===== src/rtl/countdown_timer.sv =====
// Loadable down-counter with valid/ready reload, one-shot or periodic operation,
// pause/stop control and a registered one-cycle expiry pulse.
module countdown_timer #(
    parameter int unsigned CW               = 16,
    parameter int unsigned PERIODIC_DEFAULT = 0
) (
    input  logic          i_clk,
    input  logic          i_rst_n,
    input  logic          i_load_valid,
    output logic          o_load_ready,
    input  logic [CW-1:0] i_load_value,
    input  logic          i_start,
    input  logic          i_stop,
    input  logic          i_pause,
    input  logic          i_periodic,
    output logic [CW-1:0] o_count,
    output logic          o_busy,
    output logic          o_expired
);

    // PERIODIC_DEFAULT only exists for tie-offs above this block; reject nonsense values.
    if (PERIODIC_DEFAULT > 1) begin : g_param_check
        $error("countdown_timer: PERIODIC_DEFAULT must be 0 or 1");
    end

    typedef enum logic [1:0] {
        S_IDLE,
        S_ARMED,
        S_RUN,
        S_PAUSE
    } state_e;

    state_e        state_q, state_d;
    logic [CW-1:0] count_q, count_d;
    logic [CW-1:0] reload_q, reload_d;
    logic          have_reload_q, have_reload_d;
    logic          expired_q, expired_d;
    logic          load_fire;

    assign o_load_ready = (state_q == S_IDLE) || (state_q == S_ARMED);
    assign o_busy       = (state_q == S_RUN) || (state_q == S_PAUSE);
    assign o_count      = count_q;
    assign o_expired    = expired_q;
    assign load_fire    = i_load_valid && o_load_ready;

    // Priority chain: stop > load > start > pause/count.
    always_comb begin
        // NOTE: every signal gets a default first so no path leaves one unassigned (no latches).
        state_d       = state_q;
        count_d       = count_q;
        reload_d      = reload_q;
        have_reload_d = have_reload_q;
        expired_d     = 1'b0;

        if (i_stop) begin
            state_d = S_IDLE;
        end else if (load_fire) begin
            reload_d      = i_load_value;
            count_d       = i_load_value;
            have_reload_d = 1'b1;
            state_d       = S_ARMED;
        end else if (i_start && (state_q == S_ARMED)) begin
            state_d = S_RUN;
        end else if (i_start && (state_q == S_IDLE) && have_reload_q) begin
            count_d = reload_q;
            state_d = S_RUN;
        end else begin
            unique case (state_q)
                S_RUN: begin
                    if (i_pause) begin
                        state_d = S_PAUSE;
                    end else if (count_q != '0) begin
                        count_d = count_q - CW'(1);
                    end else begin
                        expired_d = 1'b1;
                        if (i_periodic) begin
                            count_d = reload_q;
                        end else begin
                            state_d = S_IDLE;
                        end
                    end
                end
                // Resuming costs one cycle: no decrement on the return edge.
                S_PAUSE: begin
                    if (!i_pause) begin
                        state_d = S_RUN;
                    end
                end
                default: ;
            endcase
        end
    end

    always_ff @(posedge i_clk or negedge i_rst_n) begin
        if (!i_rst_n) begin
            state_q       <= S_IDLE;
            count_q       <= '0;
            reload_q      <= '0;
            have_reload_q <= 1'b0;
            expired_q     <= 1'b0;
        end else begin
            // NOTE: non-blocking assignments so every flop samples pre-edge values.
            state_q       <= state_d;
            count_q       <= count_d;
            reload_q      <= reload_d;
            have_reload_q <= have_reload_d;
            expired_q     <= expired_d;
        end
    end

endmodule


===== config.mk =====
export PLATFORM = sky130hd
export DESIGN_NAME = countdown_timer
export DESIGN_NICKNAME = d
export VERILOG_FILES = /design/src/rtl/countdown_timer.sv
export SDC_FILE = /design/constraint.sdc
export NUM_CORES = 1
export LEC_CHECK = 0
export ABC_CLOCK_PERIOD_IN_PS = 3100
export CAP_MARGIN = 20
export CELL_PAD_IN_SITES_DETAIL_PLACEMENT = 0
export CELL_PAD_IN_SITES_GLOBAL_PLACEMENT = 1
export CORE_ASPECT_RATIO = 2
export CORE_MARGIN = 4
export CORE_UTILIZATION = 39
export CTS_CLUSTER_SIZE = 8
export DETAILED_ROUTE_END_ITERATION = 16
export HOLD_SLACK_MARGIN = 0.03
export PLACE_DENSITY = 0.92
export SLEW_MARGIN = 30
export SYNTH_ARGS = -nofsm -noshare
export SYNTH_HDL_FRONTEND = slang
export SYNTH_SLANG_ARGS = --single-unit

===== constraint.sdc =====
create_clock -name i_clk -period 3.1 [get_ports i_clk]
set_clock_uncertainty 0.2 [all_clocks]
set_input_delay 0.465 -clock i_clk [delete_from_list [all_inputs] [get_ports i_clk]]
set_output_delay 0.465 -clock i_clk [all_outputs]
set_load 0.02 [all_outputs]

==> results_dict.tcl, run 1 <==
set metrics [dict create \
    status "finished, final reports clean" \
    fill_cells 513 \
    power_density_mw_per_mm2 854 \
    grtUsageTotal 0.171 \
    start_util 0.402 \
    synthesis.area_mm2 0.00208 \
    first_global_vias 1896 \
    yosysMostFrequentCell "dfrtp_1" \
    die_area_mm2 0.00665 \
    cp-end-kind "flop" \
    layout_min_cycle_time_ps 2670 \
    drt_iter0_drc 51 \
    ctsResizeCount 0 \
    routed_wirelength_mm 5.29 \
    cts.clk_slew.worst_paths_ps 70 \
    grt_max_degree 37 \
    p_leak_uw 0.00101 \
    synthArstFlopShare 1.00 \
    hold_path_startpoint "reload_q[5]" \
    area_growth_pct 26.8 \
    antenna_cells 0 \
    dr_wl_met2_mm 2.94 \
    drt-met1-wl_mm 1.99 \
    synth_area_leaders "dfrtp_1 43%, mux2_2 8.6%, nor2_1 5.0%" \
    synth_common_cells "36 x dfrtp_1, 28 x nor2_1, 19 x nand2_1, 16 x mux2_2, 10 x a21oi_1" \
    die_w_um 59.7 \
    worst_pin_slew_ps 699 \
    drc 0 \
    hold_ws_ps 308 \
    fmax_mhz 375 \
    clock_sinks 36 \
    finalCritPeriodShare 0.861 \
    dr.max_layer_used "met4" \
    synthFlopType "dfrtp_1" \
    gp_congestion 0.858 \
    postCtsSetupBuffers 0 \
    drv_slew 0 \
    vias 1801 \
    cts_max_path_buffers 2 \
    rsz0062_at_grt "false" \
    hold_end "reload_q[5]" \
    htreeDepth 2 \
    critPathMaxFanout 22 \
    maxCapViolCount 0 \
    cts_made_buffers 5 \
    wl_met3_um 226 \
    hp-class "reg2reg" \
    finalSetupViolations 0 \
    crit_required_ps 3060 \
    slew_headroom 0.530 \
    synthCells 219 \
    cts_hold_buffers 0 \
    dr.pass1.iters 4 \
    reg2reg_depth 8 \
    viasPerCell 5.59 \
    synth-seq-cells 36 \
    wl_per_cell_um 16.4 \
    hold_viol_final 0 \
    synth.distinct_cells 41 \
    syn-num-nets 244 \
    reg2reg_from "o_count[1]" \
    antenna_found_initial 0 \
    io_pins 42 \
    reg2reg_slack_ps 430 \
    startpoint_type "flop" \
    drt.antenna.violating_nets 0 \
    layout-drive-gt1-share 0.159 \
    peakVddDrop_mv 0.412 \
    clk_latency_ps 290 \
    final_nets 289 \
    yosysTopAreaCell "dfrtp_1" \
    portBuffers 41 \
    p_total_uw 2260 \
    globalRouteOverflowTotal 0 \
    cts_tree "built" \
    grt_pass1_wl_mm 8.74 \
    reg2reg_to "o_count[11]" \
    cp_data_arrival_time_ps 2630 \
    yosysWarningCount 0 \
    synth_top_area_frac 0.432 \
    ys_seq_area_frac 0.432 \
    hold_path_depth 1 \
    synth_edf_count 0 \
    path_class "reg2reg" \
    num_rows 37 \
    core_area_mm2 0.00518 \
    cts_root_buffer "clkbuf_8" \
    die_h_um 111 \
    setup_tns_ps 0 \
    hpwl_mm 3.81 \
    syn_area_per_cell_um2 9.52 \
]
-- placed cells by master, fill, tap and decap left out, types with 2 or more instances in the layout --
cell type / count
o21ai_1: 3
o22ai_1: 3
or2_2: 2
nand2_1: 19
inv_1: 5
xnor2_1: 9
o211ai_1: 6
or4_1: 4
nor2_1: 28
nand4_1: 3
nor3_1: 4
a21oi_1: 10
a2bb2oi_1: 6
o21ai_0: 6
clkbuf_8: 5
o22a_1: 3
o31ai_1: 2
buf_4: 9
nor4_1: 6
nand3_1: 6
ha_1: 2
or4_4: 2
o21ai_2: 4
dfrtp_1: 36
clkdlybuf4s50_1: 41
a31oi_1: 7
mux2_2: 16
xor2_1: 3
-- registers in the layout (all words and copies together) (netlist names) --
signal / cells
o_expired: 1
state_q: 2
have_reload_q: 1
o_count: 16
reload_q: 16
-- where the power goes --
group          switching, uW  leakage [uW]  internal (uW)  total, uW
clock                    159     0.0000410            153        312
combinational            529      0.000558            547       1080
sequential               236      0.000414            634        870
-- routing by layer --
layer	up-vias	track usage
met3	10	0.0348
met1	866	0.186
li1	885	-
met4	0	0.0784
met2	40	0.302
met5	-	0
-- metrics by stage --
step	cell area [um2]	instances	worst slack, ps	util
5_1_grt	2640	322	267	0.510
4_1_cts	2640	322	422	0.510
2_1_floorplan	2080	219	465	-
3_5_place_dp	2570	315	238	0.495
6_report	2640	322	430	0.510
3_3_place_gp	2570	315	302	0.495
-- cell families after synthesis --
kind of cell	count (synthesis)	synth area share
XOR/XNOR	12	0.0504
AND/OR/NAND/NOR	80	0.189
buffers and inverters	17	0.0438
flip-flops	36	0.432
AO/OA/AOI/OAI	56	0.186
adder cells (fa/ha/maj)	2	0.0120
multiplexers	16	0.0864
-- worst max-delay path by stage --
stage	from	end	slack, ps	cells after the start
6_report	o_count[1]	o_count[11]	430	8
5_1_grt	o_count[1]	o_count[11]	270	8
4_1_cts	o_count[1]	o_count[10]	420	8
3_5_place_dp	i_stop	o_count[4]	240	6
3_3_place_gp	i_stop	o_count[4]	300	6
2_1_floorplan	o_count[0]	o_count[13]	460	9
-- cell type report --
class / instances / area, um2 / area share
Sequential cell: 36 / 901 / 0.341
Timing Repair Buffer: 50 / 478 / 0.181
Multi-Input combinational cell: 166 / 1100 / 0.415
Clock inverter: 1 / 5.00 / 0.00189
Clock buffer: 6 / 72.6 / 0.0274
Tap cell: 58 / 72.6 / 0.0274
Inverter: 5 / 18.8 / 0.00710
-- worst max-delay path, stage by stage (launching register included) --
cell	delay (ps)
dfrtp_1	450
inv_1	120
ha_1	140
or4b_1	450
or4_4	520
o21a_4	230
o21ai_0	190
a2bb2oi_1	160
a21oi_1	80
Note: power is estimated with default switching activity, not from simulation.
==> run 2: changes to the inputs <==
--- a/config.mk
+++ b/config.mk
@@ -6,7 +6,6 @@
 export NUM_CORES = 1
 export LEC_CHECK = 0
 export ABC_CLOCK_PERIOD_IN_PS = 3100
-export CAP_MARGIN = 20
 export CELL_PAD_IN_SITES_DETAIL_PLACEMENT = 0
 export CELL_PAD_IN_SITES_GLOBAL_PLACEMENT = 1
 export CORE_ASPECT_RATIO = 2
@@ -14,7 +13,7 @@
 export CORE_UTILIZATION = 39
 export CTS_CLUSTER_SIZE = 8
 export DETAILED_ROUTE_END_ITERATION = 16
-export HOLD_SLACK_MARGIN = 0.03
+export HOLD_SLACK_MARGIN = 0.05
 export PLACE_DENSITY = 0.92
 export SLEW_MARGIN = 30
 export SYNTH_ARGS = -nofsm -noshare
==> results of run 2 <==
Final layout, timing and power as in run 1 (identical DEF).
==> RTL change 1: new RTL, flow settings as in run 1 <==
Change the parameter `CW` from 16 to 17.
--- a/src/rtl/countdown_timer.sv
+++ b/src/rtl/countdown_timer.sv
@@ -1,7 +1,7 @@
 // Loadable down-counter with valid/ready reload, one-shot or periodic operation,
 // pause/stop control and a registered one-cycle expiry pulse.
 module countdown_timer #(
-    parameter int unsigned CW               = 16,
+    parameter int unsigned CW               = 17,
     parameter int unsigned PERIODIC_DEFAULT = 0
 ) (
     input  logic          i_clk,
Ports: changed (resized i_load_value and o_count); port bits go from 42 to 44. The function was not compared with the original's and may differ.
==> RTL change 1 against run 1 <==
- setup slack worse by 0.11 ns
- largest cell class unchanged
- sequential share of layout area up 0.84 points
- area after synthesis increased by 2.9%
- cell count is 7.5% higher
- power shrank 23%
- critical endpoint is now o_count[0]$_DFFE_PN0P_
- global-route usage rose by 0.57 points
- sequential cell count up 2
- design area grew 3.0%
- routed wire length increased by 3.3%
- clock power up 16%
==> RTL change 1: results (changes against run 1) <==
| Metric | Value |
|---|---|
| Vias in the first global route | 1,896 (unchanged) |
| Initial drt markers | 64 (+25%) |
| Ranking of synthesized cells by area | dfrtp_1 44%, nand2_1 12%, o21ai_0 3.5%, o211ai_2 2.9%, nor2_1 2.6% |
| Distinct cells, synth | 43 (+4.9%) |
| Worst-skew pair later-pin latency | 0.30 ns |
| R2r worst-path depth | 6 (-2) |
| Synth cell count leaders | 69 x nand2_1, 38 x dfrtp_1, 15 x nor2_1, 15 x o21ai_0 |
| Routability Congestion | 0.866 (+0.93%) |
| F_max | 360 MHz (-3.8%) |
| Vias per cell | 5.42 (-3.1%) |
| Layout cells sized above 1 | 11.5% (-4.4 points) |
| GRT Util Overall | 17.7% (+0.57 points) |
| Largest net degree at the start of global routing | 39 (+5.4%) |
| Hold Crit Class | register to register |
| Number of buffers created by CTS | 5 (unchanged) |
| CTS H-tree lvls | 2 (unchanged) |
| Maximum fanout along the worst path | 10 (-55%) |
| Seq/Total Area, Yosys | 44.3% (+1.1 points) |
| Worst VDD drop | 0.371 mV (-9.9%) |
| WP data arrival | 2.78 ns (+0.15 ns) |
| Clk root buf | clkbuf_8 |
| Postcts setup bufs | 0 (unchanged) |
| Pre-CTS setup slack | 0.292 ns (+0.0539 ns) |
| Pleak | 1.18 nW (+16%) |
| Outcome | complete, no violations |
| Number of synthesized flops with an enable pin | 0 (unchanged) |
| Port buffer count | 43 (+4.9%) |
| R2R Setup Slk | 0.32 ns (-0.11 ns) |
| Fin nets | 311 (+7.6%) |
| Wire per inst | 15.8 um (-3.9%) |
| Initial antenna violation count | 0 (unchanged) |
| Syn_nets | 265 (+8.6%) |
| First-pass GRT wire length | 9.11 mm (+4.3%) |
| Dpl hpwl | 3.96 mm (+3.9%) |
| Residual overflow from global routing | 0 (unchanged) |
| R2R Path Start | o_count[11]$_DFFE_PN0P_ |
| R2r endpoint | o_count[0]$_DFFE_PN0P_ |
| Slew headroom | 50.6% (-2.4 points) |
| Worst setup SP type | register |
RTL change 1: changes by cell type after synthesis, moves of 6 or more:
cell,run 1,this run
nor2_1,28,15
nand2_1,19,69
o21ai_0,6,15
a2bb2oi_1,6,0
mux2_2,16,0
RTL change 1: worst min path at each step:
stage	endpoint	slack [ns]	from	depth (start not counted)
final	reload_q[4]$_DFFE_PN0P_	0.27	reload_q[4]$_DFFE_PN0P_	2
after global routing	reload_q[8]$_DFFE_PN0P_	0.29	reload_q[8]$_DFFE_PN0P_	2
after CTS	reload_q[9]$_DFFE_PN0P_	0.10	i_rst_n	1
after detailed placement	reload_q[8]$_DFFE_PN0P_	0.26	reload_q[8]$_DFFE_PN0P_	2
after global placement	reload_q[6]$_DFFE_PN0P_	0.25	reload_q[6]$_DFFE_PN0P_	2
after floorplan	have_reload_q$_DFFE_PN0P_	-0.03	i_rst_n	0
RTL change 1: cells by family (layout without fill, tap and decap cells):
logic type                 after synthesis  count (layout)  share of synthesized area (%)
AOI/OAI and AO/OA                       54              54                           18.8
and+or+nand+nor                        113             113                           24.5
muxes                                    4               4                           1.87
xor gates and xnor gates                12              12                           4.90
DFF                                     38              38                           44.3
buffers and inverters                   16              63                           4.37
adders and majority gates                2               2                           1.17
RTL change 1: where the power goes:
group / total [mW] / internal [mW] / switching [mW]
Clock: 0.363 / 0.179 / 0.184
Sequential: 0.725 / 0.594 / 0.130
Combinational: 0.655 / 0.310 / 0.345
RTL change 1: cell type report:
| class | count | area (um^2) |
|---|---|---|
| repair buffers | 49 | 475 |
| multi-input cells | 185 | 1100 |
| clock inverters | 2 | 12.5 |
| inverters | 6 | 22.5 |
| fillers | 508 | 2650 |
| flip-flops and latches | 38 | 951 |
| well taps | 60 | 75.1 |
| clock buffers | 6 | 82.6 |
RTL change 1: per-stage QoR:
stage	cell area [um^2]	cells
after CTS	2710	345
after floorplan	2150	239
after detailed placement	2620	337
after global placement	2620	337
final	2720	346
after global routing	2720	346
RTL change 1: metal layers:
layer	GRT usage (%)	up-vias	share of wire, %
met5	0	-	0
met4	8.10	0	2.5
met3	3.31	11	4.0
met2	31.6	39	55
met1	19.2	903	39
li1	-	923	-
RTL change 1: critical path, stage by stage (launching register included):
cell and delay (ns):
dfrtp_1 0.45, or4_4 0.58, or4_4 0.51, o31ai_4 0.44, buf_4 0.28, o21ai_0 0.10
o211ai_1 0.12
==> RTL change 2: new RTL, config.mk and constraints of run 1 <==
Made on the original files. Register the input `i_periodic` before use, cleared by the reset. The logic sees it one clock later. The other inputs are not delayed to match.
--- a/src/rtl/countdown_timer.sv
+++ b/src/rtl/countdown_timer.sv
@@ -17,6 +17,16 @@
     output logic          o_busy,
     output logic          o_expired
 );
+
+    logic i_periodic_q;
+
+    always_ff @(posedge i_clk or negedge i_rst_n) begin
+        if (!i_rst_n) begin
+            i_periodic_q <= '0;
+        end else begin
+            i_periodic_q <= i_periodic;
+        end
+    end
 
     // PERIODIC_DEFAULT only exists for tie-offs above this block; reject nonsense values.
     if (PERIODIC_DEFAULT > 1) begin : g_param_check
@@ -73,7 +83,7 @@
                         count_d = count_q - CW'(1);
                     end else begin
                         expired_d = 1'b1;
-                        if (i_periodic) begin
+                        if (i_periodic_q) begin
                             count_d = reload_q;
                         end else begin
                             state_d = S_IDLE;
Behaviour: not the same (a bounded check fails within 4 cycles, from zero or initial values and one cycle with i_rst_n low).
==> RTL change 2 against run 1 <==
- cell count is 0.62% lower
- setup slack better by 0.048 ns
- area after synthesis rose by 3.8%
- clock power grew 9.0%
- routed wire length is 0.72% lower
- synthesized cell count fell by 1.8%
- power is 21% lower
- design area up 3.0%
- worst hold slack lost 0.025 ns
- sequential share of layout area fell by 0.083 points
- die area rose by 3.4%
- sequential cell count rose by 1
==> RTL change 2: results (changes against run 1) <==
| Metric | Value |
|---|---|
| Synthesized instance count | 215 (-1.8%) |
| Post-synthesis compound-gate area fraction | 19.0% (+0.41 points) |
| Placed Area | 2640 um^2 (+2.8%) |
| Post-synthesis mux area share | 8.84% (+0.20 points) |
| Maximum fanout along the worst path | 18 (-18%) |
| Worst slew pin tran | 0.765 ns (+0.0661 ns) |
| CP max stage cell | o31ai_4 |
| Distinct cells, synth | 49 (+20%) |
| Seq/Total Area, Yosys | 42.8% (-0.44 points) |
| Metal-1 WL | 1.99 mm (-0.15%) |
| Dpl hpwl | 3.96 mm (+3.8%) |
| Pleak | 1.06 nW (+5.1%) |
| Fin nets | 285 (-1.4%) |
| Syn_nets | 240 (-1.6%) |
| Largest net degree at the start of global routing | 38 (+2.7%) |
| Routed WL | 5.25 mm (-0.72%) |
| WP data arrival | 2.64 ns (about the same) |
| First-pass GRT wire length | 8.80 mm (+0.63%) |
| Outcome | complete, no violations |
| CP top delay family | compound AO/OA/AOI/OAI gates |
| Layout cells sized above 1 | 9.23% (-6.7 points) |
| Post-Synth Adder-Cell Area | 1.16% (-0.044 points) |
| Post-Layout Cell Count | 320 (-0.62%) |
| Pre-CTS setup slack | 0.472 ns (+0.234 ns) |
| Met2 WL | 3.02 mm (+2.7%) |
| GRT Util Overall | 16.9% (-0.18 points) |
## RTL change 2: cell count changes after synthesis, moves of 4 or more
cell / run 1 / this run
o21ai_0: 6 / 2
xor2_1: 3 / 7
mux2_1: 0 / 17
or4_1: 4 / 0
nor4_1: 6 / 1
nor2_1: 28 / 17
clkbuf_1: 7 / 3
a31oi_1: 7 / 3
a21oi_1: 10 / 15
mux2_2: 16 / 0
nand3_1: 6 / 1
## RTL change 2: cell type report
| type | count | area, um^2 |
|---|---|---|
| Multi-Input combinational cell | 161 | 1140 |
| Tap cell | 60 | 75.1 |
| Clock buffer | 7 | 86.3 |
| Sequential cell | 37 | 926 |
| Fill cell | 529 | 2700 |
| Inverter | 5 | 18.8 |
| Timing Repair Buffer | 50 | 478 |
## RTL change 2: where the power goes
group,internal (mW),switching (mW)
Sequential,0.591,0.151
Combinational,0.351,0.343
Clock,0.176,0.164
Total,1.12,0.659
## RTL change 2: path summary, 6_finish.rpt
| kind | start | end | slack (ns) | cells past startpoint |
|---|---|---|---|---|
| setup / recovery | o_count[0]$_DFFE_PN0P_ | o_count[0]$_DFFE_PN0P_ | 0.48 | 7 |
| hold / removal | reload_q[11]$_DFFE_PN0P_ | reload_q[11]$_DFFE_PN0P_ | 0.28 | 1 |
| setup reg to reg | o_count[0]$_DFFE_PN0P_ | o_count[0]$_DFFE_PN0P_ | 0.48 | 7 |
| hold reg to reg | reload_q[11]$_DFFE_PN0P_ | reload_q[11]$_DFFE_PN0P_ | 0.28 | 1 |
| max in group asynchronous | i_rst_n | reload_q[8]$_DFFE_PN0P_ | 1.96 | 2 |
| min in group asynchronous | i_rst_n | state_q[0]$_DFFE_PN0P_ | 0.40 | 2 |
